**src/rtl/wb_switch_n_pkg.sv**
```systemverilog
// Shared types and defaults for the Wishbone 1-master/N-slave switch:
// FSM state encoding, default bus widths and the error-counter helper.
package wb_switch_n_pkg;

  typedef enum logic {
    ST_IDLE   = 1'b0,
    ST_ACTIVE = 1'b1
  } wb_state_e;

  localparam int WB_AW_DEF      = 32;
  localparam int WB_DW_DEF      = 32;
  localparam int WB_TIMEOUT_DEF = 255;

  // Error counter sticks at all-ones instead of wrapping.
  function automatic logic [7:0] sat_inc8(input logic [7:0] v);
    return (v == 8'hFF) ? v : v + 8'd1;
  endfunction

endpackage

```
**src/rtl/wb_switch_n_addr_decode.sv**
```systemverilog
// Combinational priority address decoder: lowest matching slave index wins,
// miss is raised when no slave window matches.
module wb_switch_n_addr_decode
  import wb_switch_n_pkg::*;
#(
  parameter int                    NSLAVE     = 4,
  parameter int                    AW         = WB_AW_DEF,
  parameter logic [NSLAVE*AW-1:0]  SLAVE_ADDR = '0,
  parameter logic [NSLAVE*AW-1:0]  SLAVE_MASK = '0
) (
  input  logic [AW-1:0]     adr,
  output logic [NSLAVE-1:0] hit,
  output logic              miss
);

  logic found;

  always_comb begin
    hit   = '0;
    found = 1'b0;
    for (int i = 0; i < NSLAVE; i++) begin
      if (!found && (((adr ^ SLAVE_ADDR[i*AW +: AW]) & SLAVE_MASK[i*AW +: AW]) == '0)) begin
        hit[i] = 1'b1;
        found  = 1'b1;
      end
    end
    miss = !found;
  end

endmodule

```
**src/rtl/wb_switch_n.sv**
```systemverilog
// Wishbone classic 1-master/N-slave switch with latched slave select, built-in
// default slave, stall timeout and bus-error logging.
module wb_switch_n
  import wb_switch_n_pkg::*;
#(
  parameter int                    NSLAVE       = 4,
  parameter int                    AW           = WB_AW_DEF,
  parameter int                    DW           = WB_DW_DEF,
  parameter logic [NSLAVE*AW-1:0]  SLAVE_ADDR   = '0,
  parameter logic [NSLAVE*AW-1:0]  SLAVE_MASK   = '0,
  parameter int                    TIMEOUT      = WB_TIMEOUT_DEF,
  parameter logic [DW-1:0]         DEFAULT_DATA = DW'(32'hAAAAAAAA),
  parameter bit                    MISS_ERR     = 1'b0
) (
  input  logic                 clk,
  input  logic                 rst,
  input  logic [AW-1:0]        m_adr_i,
  input  logic [DW-1:0]        m_dat_i,
  output logic [DW-1:0]        m_dat_o,
  input  logic [DW/8-1:0]      m_sel_i,
  input  logic                 m_we_i,
  input  logic                 m_cyc_i,
  input  logic                 m_stb_i,
  output logic                 m_ack_o,
  output logic                 m_err_o,
  output logic [AW-1:0]        s_adr_o,
  output logic [DW-1:0]        s_dat_o,
  output logic [DW/8-1:0]      s_sel_o,
  output logic                 s_we_o,
  output logic [NSLAVE-1:0]    s_cyc_o,
  output logic [NSLAVE-1:0]    s_stb_o,
  input  logic [NSLAVE*DW-1:0] s_dat_i,
  input  logic [NSLAVE-1:0]    s_ack_i,
  input  logic                 err_clr,
  output logic [AW-1:0]        err_adr_o,
  output logic [7:0]           err_cnt_o
);

  localparam logic [7:0] TLAST = 8'(TIMEOUT - 1);

  wb_state_e         state_q, state_d;
  logic [NSLAVE-1:0] sel_q, sel_d;
  logic              miss_q, miss_d;
  logic [7:0]        tcnt_q, tcnt_d;
  logic [AW-1:0]     err_adr_q, err_adr_d;
  logic [7:0]        err_cnt_q, err_cnt_d;

  logic [NSLAVE-1:0] hit;
  logic              miss;
  logic              active, done, timeout, ack, err;
  logic              slave_ack;
  logic [DW-1:0]     slave_dat;

  wb_switch_n_addr_decode #(
    .NSLAVE     (NSLAVE),
    .AW         (AW),
    .SLAVE_ADDR (SLAVE_ADDR),
    .SLAVE_MASK (SLAVE_MASK)
  ) u_decode (
    .adr  (m_adr_i),
    .hit  (hit),
    .miss (miss)
  );

  // sel_q is one-hot, so OR-reduction acts as the mux and masks unselected acks.
  always_comb begin
    slave_ack = 1'b0;
    slave_dat = '0;
    for (int i = 0; i < NSLAVE; i++) begin
      if (sel_q[i]) begin
        slave_ack = slave_ack | s_ack_i[i];
        slave_dat = slave_dat | s_dat_i[i*DW +: DW];
      end
    end
  end

  assign active  = (state_q == ST_ACTIVE) && m_cyc_i;
  assign done    = active && (miss_q ? m_stb_i : slave_ack);
  assign timeout = active && !done && (tcnt_q == TLAST);
  assign ack     = done && !(miss_q && MISS_ERR);
  assign err     = (done && miss_q && MISS_ERR) || timeout;

  assign m_ack_o = ack;
  assign m_err_o = err;
  assign m_dat_o = ack ? (miss_q ? DEFAULT_DATA : slave_dat) : '0;

  assign s_adr_o = m_adr_i;
  assign s_dat_o = m_dat_i;
  assign s_sel_o = m_sel_i;
  assign s_we_o  = m_we_i;
  assign s_cyc_o = active ? sel_q : '0;
  assign s_stb_o = (active && m_stb_i && !timeout) ? sel_q : '0;

  always_comb begin
    state_d   = state_q;
    sel_d     = sel_q;
    miss_d    = miss_q;
    tcnt_d    = tcnt_q;
    err_adr_d = err_adr_q;
    err_cnt_d = err_cnt_q;
    case (state_q)
      ST_IDLE: begin
        if (m_cyc_i && m_stb_i) begin
          state_d = ST_ACTIVE;
          sel_d   = hit;
          miss_d  = miss;
          tcnt_d  = '0;
        end
      end
      ST_ACTIVE: begin
        if (!m_cyc_i || done || timeout) state_d = ST_IDLE;
        else                             tcnt_d  = tcnt_q + 8'd1;
      end
      default: state_d = ST_IDLE;
    endcase
    // A clear in the same cycle as an error discards that error.
    if (err_clr) begin
      err_adr_d = '0;
      err_cnt_d = '0;
    end else if (err) begin
      err_adr_d = m_adr_i;
      err_cnt_d = sat_inc8(err_cnt_q);
    end
  end

  always_ff @(posedge clk) begin
    if (rst) begin
      state_q   <= ST_IDLE;
      sel_q     <= '0;
      miss_q    <= 1'b0;
      tcnt_q    <= '0;
      err_adr_q <= '0;
      err_cnt_q <= '0;
    end else begin
      state_q   <= state_d;
      sel_q     <= sel_d;
      miss_q    <= miss_d;
      tcnt_q    <= tcnt_d;
      err_adr_q <= err_adr_d;
      err_cnt_q <= err_cnt_d;
    end
  end

  assign err_adr_o = err_adr_q;
  assign err_cnt_o = err_cnt_q;

endmodule

```
**config.mk**
```make
export PLATFORM = sky130hd
export DESIGN_NAME = wb_switch_n
export DESIGN_NICKNAME = d
export VERILOG_FILES = /design/src/rtl/wb_switch_n_pkg.sv /design/src/rtl/wb_switch_n_addr_decode.sv /design/src/rtl/wb_switch_n.sv
export SDC_FILE = /design/constraint.sdc
export NUM_CORES = 1
export LEC_CHECK = 0
export ABC_CLOCK_PERIOD_IN_PS = 1970
export CAP_MARGIN = 10
export CORE_AREA = 2 2 138 140
export DETAILED_ROUTE_END_ITERATION = 8
export DIE_AREA = 0 0 140 142
export PLACE_DENSITY_LB_ADDON = 0.25
export SYNTH_ARGS = -nofsm -noshare
export SYNTH_HDL_FRONTEND = slang
export SYNTH_SLANG_ARGS = --single-unit
```
**constraint.sdc**
```tcl
create_clock -name clk -period 1.97 [get_ports clk]
set_clock_uncertainty 0.05 [all_clocks]
set_input_delay 0.197 -clock clk [delete_from_list [all_inputs] [get_ports clk]]
set_output_delay 0.197 -clock clk [all_outputs]
set_load 0.02 [all_outputs]
```
# Word level (Yosys, flattened, before mapping)
# Cells that the tools add are included.
# classes
add_sub_neg	2
eq_ne	4
mux	11
bitwise_logic	2
n_reduce_logical	16
# op_table
cell	n
$mux W32	2
$add A8 B1 Y8 const B	2
$eq A8 B8 Y1 const B	2
$mux W8	2
$pmux W8 S2	1
$logic_and A1 B1 Y1	7
$reduce_and A2 Y1	3
$mux W1	5
$ne A2 B2 Y1 const B	2
$logic_not A1 Y1	3
$logic_or A1 B1 Y1	2
$not A1 Y1	2
$pmux W1 S2	1
$reduce_or A2 Y1	1
# word_totals
ff_bits	50
inputBits	206
out_inout_bits	151

# Depth between registers and ports, before layout
# Gate-level depths: netlist of the first run.
# depth
ltp_word	8
ltp_mapped	8
depth_no_buf	7

# Modules after synthesis
# A second synthesis of the first run with hierarchy kept.
# hier_totals
hier_cells	477
hier_area_um2	3502.1
# by_module_without_submodules
mod	instances	cells_per_inst	area_per_inst_um2	seq_area_each_um2
wb_switch_n	1	470	3457.1	1081.0
wb_switch_n_addr_decode	1	7	45.0	0.0

# Worst setup path after synthesis of the first run
# No wires, ideal clock.
# synth_path
path_kind	reg2out
from	reg tcnt_q[0]
to	out m_err_o
t_arrival_ns	1.591
required_ns	1.723
path_slack_ns	0.132
stages_incl_launch_ff	8
path_buffers	2
cell_sequence	dfxtp_1 > inv_1 > ha_1 > and3_1 > nand4b_1 > buf_2 > clkbuf_1 > inv_1
# synth_between
elab_chain_cells	2
# synth_rtl
element	line	source
start: declaration	wb_switch_n.sv:44	logic [7:0] tcnt_q, tcnt_d;
start signal: assignment	wb_switch_n.sv:138	tcnt_q <= tcnt_d;
$eq A8 B8 Y1	wb_switch_n.sv:79	assign timeout = active && !done && (tcnt_q == TLAST);
$logic_and A1 B1 Y1	wb_switch_n.sv:79	
end: declaration	wb_switch_n.sv:25	output logic m_err_o,
# No other way between the ends.

# Final worst setup path of the first run
# layout_path
from	in m_cyc_i
to	out m_dat_o[14]
# layout_between
elab_chain_cells	3
# layout_rtl
element	line	source
start: declaration	wb_switch_n.sv:22	input logic m_cyc_i,
$logic_and A1 B1 Y1	wb_switch_n.sv:77	assign active = (state_q == ST_ACTIVE) && m_cyc_i;
$logic_and A1 B1 Y1	wb_switch_n.sv:78	assign done = active && (miss_q ? m_stb_i : slave_ack);
$mux W32	wb_switch_n.sv:85	assign m_dat_o = ack ? (miss_q ? DEFAULT_DATA : slave_dat) : '0;
end: declaration	wb_switch_n.sv:19	output logic [DW-1:0] m_dat_o,
# No other way between the ends.

==> results of run 1 <==
[state kept, by name (all words and copies together) (netlist names)]
signal / cells
state_q: 1
sel_q: 1
err_adr_o: 32
tcnt_q: 8
err_cnt_o: 8
[area by class of cell]
cell class | instances | area (um^2) | share of cell area
clock inverters | 1 | 30.03 | 0.006516
flip-flops and latches | 50 | 1003 | 0.2178
well taps | 234 | 292.8 | 0.06354
inverters | 3 | 11.26 | 0.002444
multi-input cells | 224 | 1200 | 0.2604
repair buffers | 200 | 1938 | 0.4206
clock buffers | 7 | 132.6 | 0.02878
[critical path, delay by kind of cell]
| family | cells | cell delay (ns) |
|---|---|---|
| buffers and inverters | 3 | 1.04 |
| AND/OR/NAND/NOR | 2 | 0.40 |
[path summary, 6_finish.rpt]
check | depth (start not counted) | to
worst max-delay path | 5 | m_dat_o[14]
worst min-delay path | 0 | s_dat_o[12]
worst max register to register | 9 | err_cnt_o[4]$_SDFFE_PP0P_
worst min register to register | 2 | err_adr_o[8]$_SDFFE_PP0P_
[what timing repair did]
| action | in CTS | in global routing |
|---|---|---|
| pin swaps | 1 | 2 |
| buffers inserted | 2 | 1 |
| resized for setup | 41 | 17 |
| endpoints found under the setup margin | 38 | 6 |
[where the power goes]
group	total [W]	internal (W)	switching, W
clock	0.000977	0.000601	0.000376
combinational	0.000346	0.000202	0.000144
sequential	0.00102	0.00101	0.00000316
total	0.00234	0.00182	0.000523
[metrics by stage]
stage	hold slack (ns)	TNS, ns	std cells	cell area, um^2	setup slack [ns]
2_1_floorplan	0.2194	0	372	2796	0.1316
3_3_place_gp	0.3441	-6.806	708	4407	-0.2722
3_5_place_dp	0.3441	-7.535	708	4407	-0.2886
4_1_cts	0.3441	0	718	4538	0.04054
5_1_grt	0.3440	0	719	4608	0.0002456
6_report	0.3440	0	719	4608	0.07921
[synthesized netlist by cell type (all sizes together)]
library cell	instances	area, um^2
nand3	5	25.02
a31oi	1	6.260
a21oi	44	220.2
or3	4	25.02
nand2	77	289.0
and3	35	219.0
xnor2	5	43.79
inv	3	11.26
nand4	2	12.51
or4	3	22.52
nor3	4	20.02
or2	2	12.51
buf	80	588.1
and2	2	12.51
o21ai	5	25.02
o31ai	2	15.01
nand2b	1	6.260
nor4b	1	8.760
clkbuf	15	56.30
ha	3	37.54
and4	3	28.78
dfxtp	50	1001
conb	1	3.750
nand4b	1	8.760
nor4	1	6.260
o41ai	1	8.760
nor2	15	56.30
nor3b	1	7.510
[layout by cell type, fill, tap and decap left out, drive strengths merged]
master,n
nor4b,1
nand2,77
nor3b,1
nand4b,1
buf,25
ha,3
nand3,5
nand4,2
inv,3
nor4,1
o31ai,2
clkdlybuf4s50,141
nor3,4
o41ai,1
conb,6
a31oi,1
or4,3
clkbuf,7
dlygate4sd2,32
a21oi,44
and3,35
xnor2,5
or2,2
or3,4
o21ai,5
nor2,15
nand2b,1
bufinv,1
dfxtp,50
clkdlybuf4s15,2
and2,2
and4,3
[cells by family after synthesis]
family | synth area share
AOI/OAI and AO/OA | 0.09910
xor gates and xnor gates | 0.01577
adders and majority gates | 0.01351
buffers and inverters | 0.2360
DFF | 0.3604
other | 0.001350
and+or+nand+nor | 0.2739
[per-layer routing]
metal	part of all wire	vias to the layer above
met5	0	-
met4	0.018	0
met3	0.11	14
met2	0.48	176
met1	0.39	1217
li1	-	1374
==> impl_metrics.ini, run 1 <==
[global_route]
antenna_found_initial = 0
grt_use_total = 0.08485
grt_pass1_vias = 2680
grt_use_met2 = 0.1491
use_met3 = 0.03903
met1_usage = 0.08772
grt_start_max_net_pins = 36
grt_pass1_wl_mm = 13.34
busiest_layer = met2
gr-total-overflow = 0

[cts]
cts_hold_buf = 0
clock-sinks = 50
cts_root_buffer = clkbuf_16
insertion_delay_ns = 0.30
cts_tree = built
cts_buffer_depth = 2
h-tree-depth = 2
cts-buffers-inserted = 5

[finish]
n_antenna_cell = 0
final_layout_size_suffix_gt1_frac = 0.09072
postLayoutCoreUtil = 0.2497
final_nets = 693
fillers = 1973
area_growth_pct = 65.90

[setup_path]
slowest_delay_ns = 0.52
endpoint_kind = output pin
crit_top_cell = and3_1
startpoint = m_cyc_i
crit_chain = clkdlybuf4s50_1 -> and3_1 -> buf_12 -> and3_1 -> dlygate4sd2_1
path_max_fanout = 35
critPathArrivalTime_ns = 1.64
critPathSlowestCell = clkdlybuf4s50_1
cp-start-kind = input pin
regToRegStartpoint = tcnt_q[0]$_SDFFE_PP0P_
r2r_slack_ns = 0.14
required_ns = 1.72
critPathKind = input pin to output pin

[die]
boundaryPins = 357
core-area_um2 = 18460
rows = 50
die_y_um = 142
initial_core_util = 0.1505
floorplan.die_area_um2 = 19880
die_w_um = 140

[timing]
slew_headroom = 0.5919
setup_viol = 0
fin_crit_ns = 1.891
slew_violations = 0
post-route-period-util = 0.9598
clock.fmax_mhz = 528.9
tightest_slew_ns = 0.6099
rsz0062_at_grt = false
hold_viol = 0

[power]
vdd_drop_max_uv = 269.0
p_leak_nw = 1.806
power_w = 0.002340
p_per_area_nw_per_um2 = 507.9

[drt]
dr.pass1.iters = 8
post-route-drc-count = 22
vias = 2781
wire_per_inst_um = 12.23
dr.first_iter.drc_count = 109
vias_per_cell = 3.868
drtAntennaViolNets = 0
wl_mm = 8.792

[worst_hold_path]
hp-class = input pin to output pin
hp-start = m_dat_i[12]

[synth]
synthCells = 367
yosysUniqueCellTypes = 30
ys_warn_count = 0
synth.avg_cell_area_um2 = 7.569
yosysSeqAreaShare = 0.3604
syn_area_um2 = 2778
ys_ff_latch = 50

[status]
status = finished with violations
violations = design-rule violations

[placed_design]
gp_routability_congestion = 0.7771
io_buffers = 177
dpl.hpwl_mm = 6.916

[run]
max_cap_viol_count = 0
Power figures use the tool's default switching activity.
==> run 2: changes to the inputs <==
- SLEW_MARGIN: unset -> 15
==> results of run 2 <==
Same layout as run 1: the final DEF is identical, and so are final timing and power.
==> run 3: changes to the inputs <==
- ABC_CLOCK_PERIOD_IN_PS: 1970 -> 1700
- CORE_AREA: 2 2 138 140 -> 2 2 139 141
- DIE_AREA: 0 0 140 142 -> 0 0 141 143
- GPL_ROUTABILITY_DRIVEN: unset -> 0
- REMOVE_ABC_BUFFERS: unset -> 1
- clock period: 1.97 -> 1.7 ns (I/O delays scaled with it)
==> run 3 against run 2 <==
Compared with the run above:
- the flow finishes with violations (negative setup slack)
- die area grew 1.4%
- critical path depth grew 3
- cell area grew 12%
- power grew 16%
- global-route usage grew 7.9 points
- utilization grew 2.9 points
- via count grew 6.5%
- combinational power grew 23%
- setup slack lost 0.15 ns
- first-iteration DRC count shrank 26%
==> impl_metrics.ini, run 3 (synthesis results as in run 1) <==
[status]
status = finished with violations
violations = negative setup slack

[setup_path]
regToRegStartpoint = tcnt_q[0]$_SDFFE_PP0P_
endpoint_kind = output pin
r2r-end = err_cnt_o[0]$_SDFFE_PP0P_
required_ns = 1.48
r2r_slack_ns = -0.02
critPathKind = flip-flop to output pin
path_max_fanout = 2
r2r.worst_path.cells = 10
cp-start-kind = flip-flop
critPathArrivalTime_ns = 1.55

[global_route]
gr-total-overflow = 0
antenna_found_initial = 0
grt_pass1_wl_mm = 22.45
grt_start_max_net_pins = 35
grt_pass1_vias = 2905
grt_use_total = 0.1639

[placed_design]
dpl.hpwl_mm = 14.43
place_worst_setup_slack_ns = -0.3998
dp_cells = 715
io_buffers = 177

[finish]
n_antenna_cell = 0
area_growth_pct = 86.58
regArea_um2 = 1008
layoutNonFillerInstCount = 734
most-common-layout-cells = clkdlybuf4s50_1, nand2_1, dfxtp_1
largest_reg_flops = 32
multi_input_area_um2 = 1454
final_nets = 708
final_layout_size_suffix_gt1_frac = 0.2860
layout_commonest_cell = clkdlybuf4s50_1
fillers = 1983

[die]
initial_core_util = 0.1495
rows = 50
die_y_um = 143
die_w_um = 141
core-area_um2 = 18580
floorplan.die_area_um2 = 20160
boundaryPins = 357

[power]
p_comb_frac = 0.157
power_w = 0.002721
p_leak_nw = 1.841
vdd_drop_max_uv = 292.8
power_frac_clock = 0.411
swShare = 0.2324
power_frac_seq = 0.433
p_sw_w = 0.0006323
p_per_area_nw_per_um2 = 525.1
cell_internal_pwr_w = 0.002089

[timing]
layout_setup_ws_ns = -0.06589
slew_violations = 0
hold_viol = 0
hold_ws_ns = 0.2901
clock.fmax_mhz = 566.3
rsz0062_at_grt = true
fin_crit_ns = 1.766
post-route-period-util = 1.039
setup_viol = 40

[cts]
insertion_delay_ns = 0.30
cts_tree = built
clkTransAtPathRegs_ns = 0.06
clock-sinks = 50
cts_buffer_depth = 2
cts_root_buffer = clkbuf_16
h-tree-depth = 2
cts-buffers-inserted = 5

[drt]
drtAntennaViolNets = 0
wl_mm = 17.18
post-route-drc-count = 0
vias = 2961
dr.first_iter.drc_count = 81
vias_per_cell = 4.034
dr.pass1.iters = 4
wire_per_inst_um = 23.40

[worst_hold_path]
hp-start = m_dat_i[22]
hold_depth = 0
min_to = s_dat_o[22]
hp-class = input pin to output pin

[run]
max_cap_viol_count = 0
## run 3: layout make-up
type | count | share of cell area
Timing Repair Buffer | 215 | 0.4341
Multi-Input combinational cell | 224 | 0.2805
Sequential cell | 50 | 0.1946
Tap cell | 234 | 0.05649
Clock buffer | 8 | 0.03211
Inverter | 3 | 0.002173
## run 3: what timing repair did
item,in CTS,in global routing
endpoints found under the setup margin,82,79
buffers inserted,4,5
hold buffers,0,0
resized for setup,141,63
pin swaps,7,33
cloned,1,2
## run 3: layer usage
| metal | up-vias | GRT usage | wire [um] |
|---|---|---|---|
| met1 | 1282 | 0.1022 | 4134 |
| li1 | 1402 | - | - |
| met4 | 0 | 0.02684 | 161 |
| met5 | - | 0 | 0 |
| met3 | 9 | 0.1989 | 4252 |
| met2 | 268 | 0.2986 | 8625 |
## run 3: per-stage QoR
stage	util	TNS [ns]	cell area (um^2)
2_1_floorplan	-	-21.65	2152
3_3_place_gp	0.2407	-19.65	4472
3_5_place_dp	0.2407	-21.07	4472
4_1_cts	0.2620	-0.7554	4867
5_1_grt	0.2789	-4.590	5182
6_report	0.2789	-0.9213	5182
## run 3: worst max-delay path, cell delays in order (launching register included)
cell and delay (ns):
dfxtp_2 0.32, inv_2 0.06, ha_4 0.12, and3_4 0.17, nand4b_1 0.15, buf_6 0.17
buf_6 0.11, inv_2 0.04, buf_6 0.11
## run 3: power by group through the flow
stage | combinational [W] | clock (W) | sequential (W)
final | 0.000426 | 0.00112 | 0.00118
after global routing | 0.000453 | 0.00123 | 0.00118
after CTS | 0.000417 | 0.00118 | 0.00118
after detailed placement | 0.000410 | 0 | 0.00120
after global placement | 0.000410 | 0 | 0.00120
after floorplan | 0.0000482 | 0 | 0.00120
## run 3: worst max path at each step
stage,from,endpoint
CTS,tcnt_q[0]$_SDFFE_PP0P_,m_err_o
global placement,m_cyc_i,m_err_o
floorplan,tcnt_q[0]$_SDFFE_PP0P_,err_cnt_o[4]$_SDFFE_PP0P_
detailed placement,m_cyc_i,m_dat_o[30]
global route,tcnt_q[0]$_SDFFE_PP0P_,m_err_o
finish,tcnt_q[0]$_SDFFE_PP0P_,m_err_o
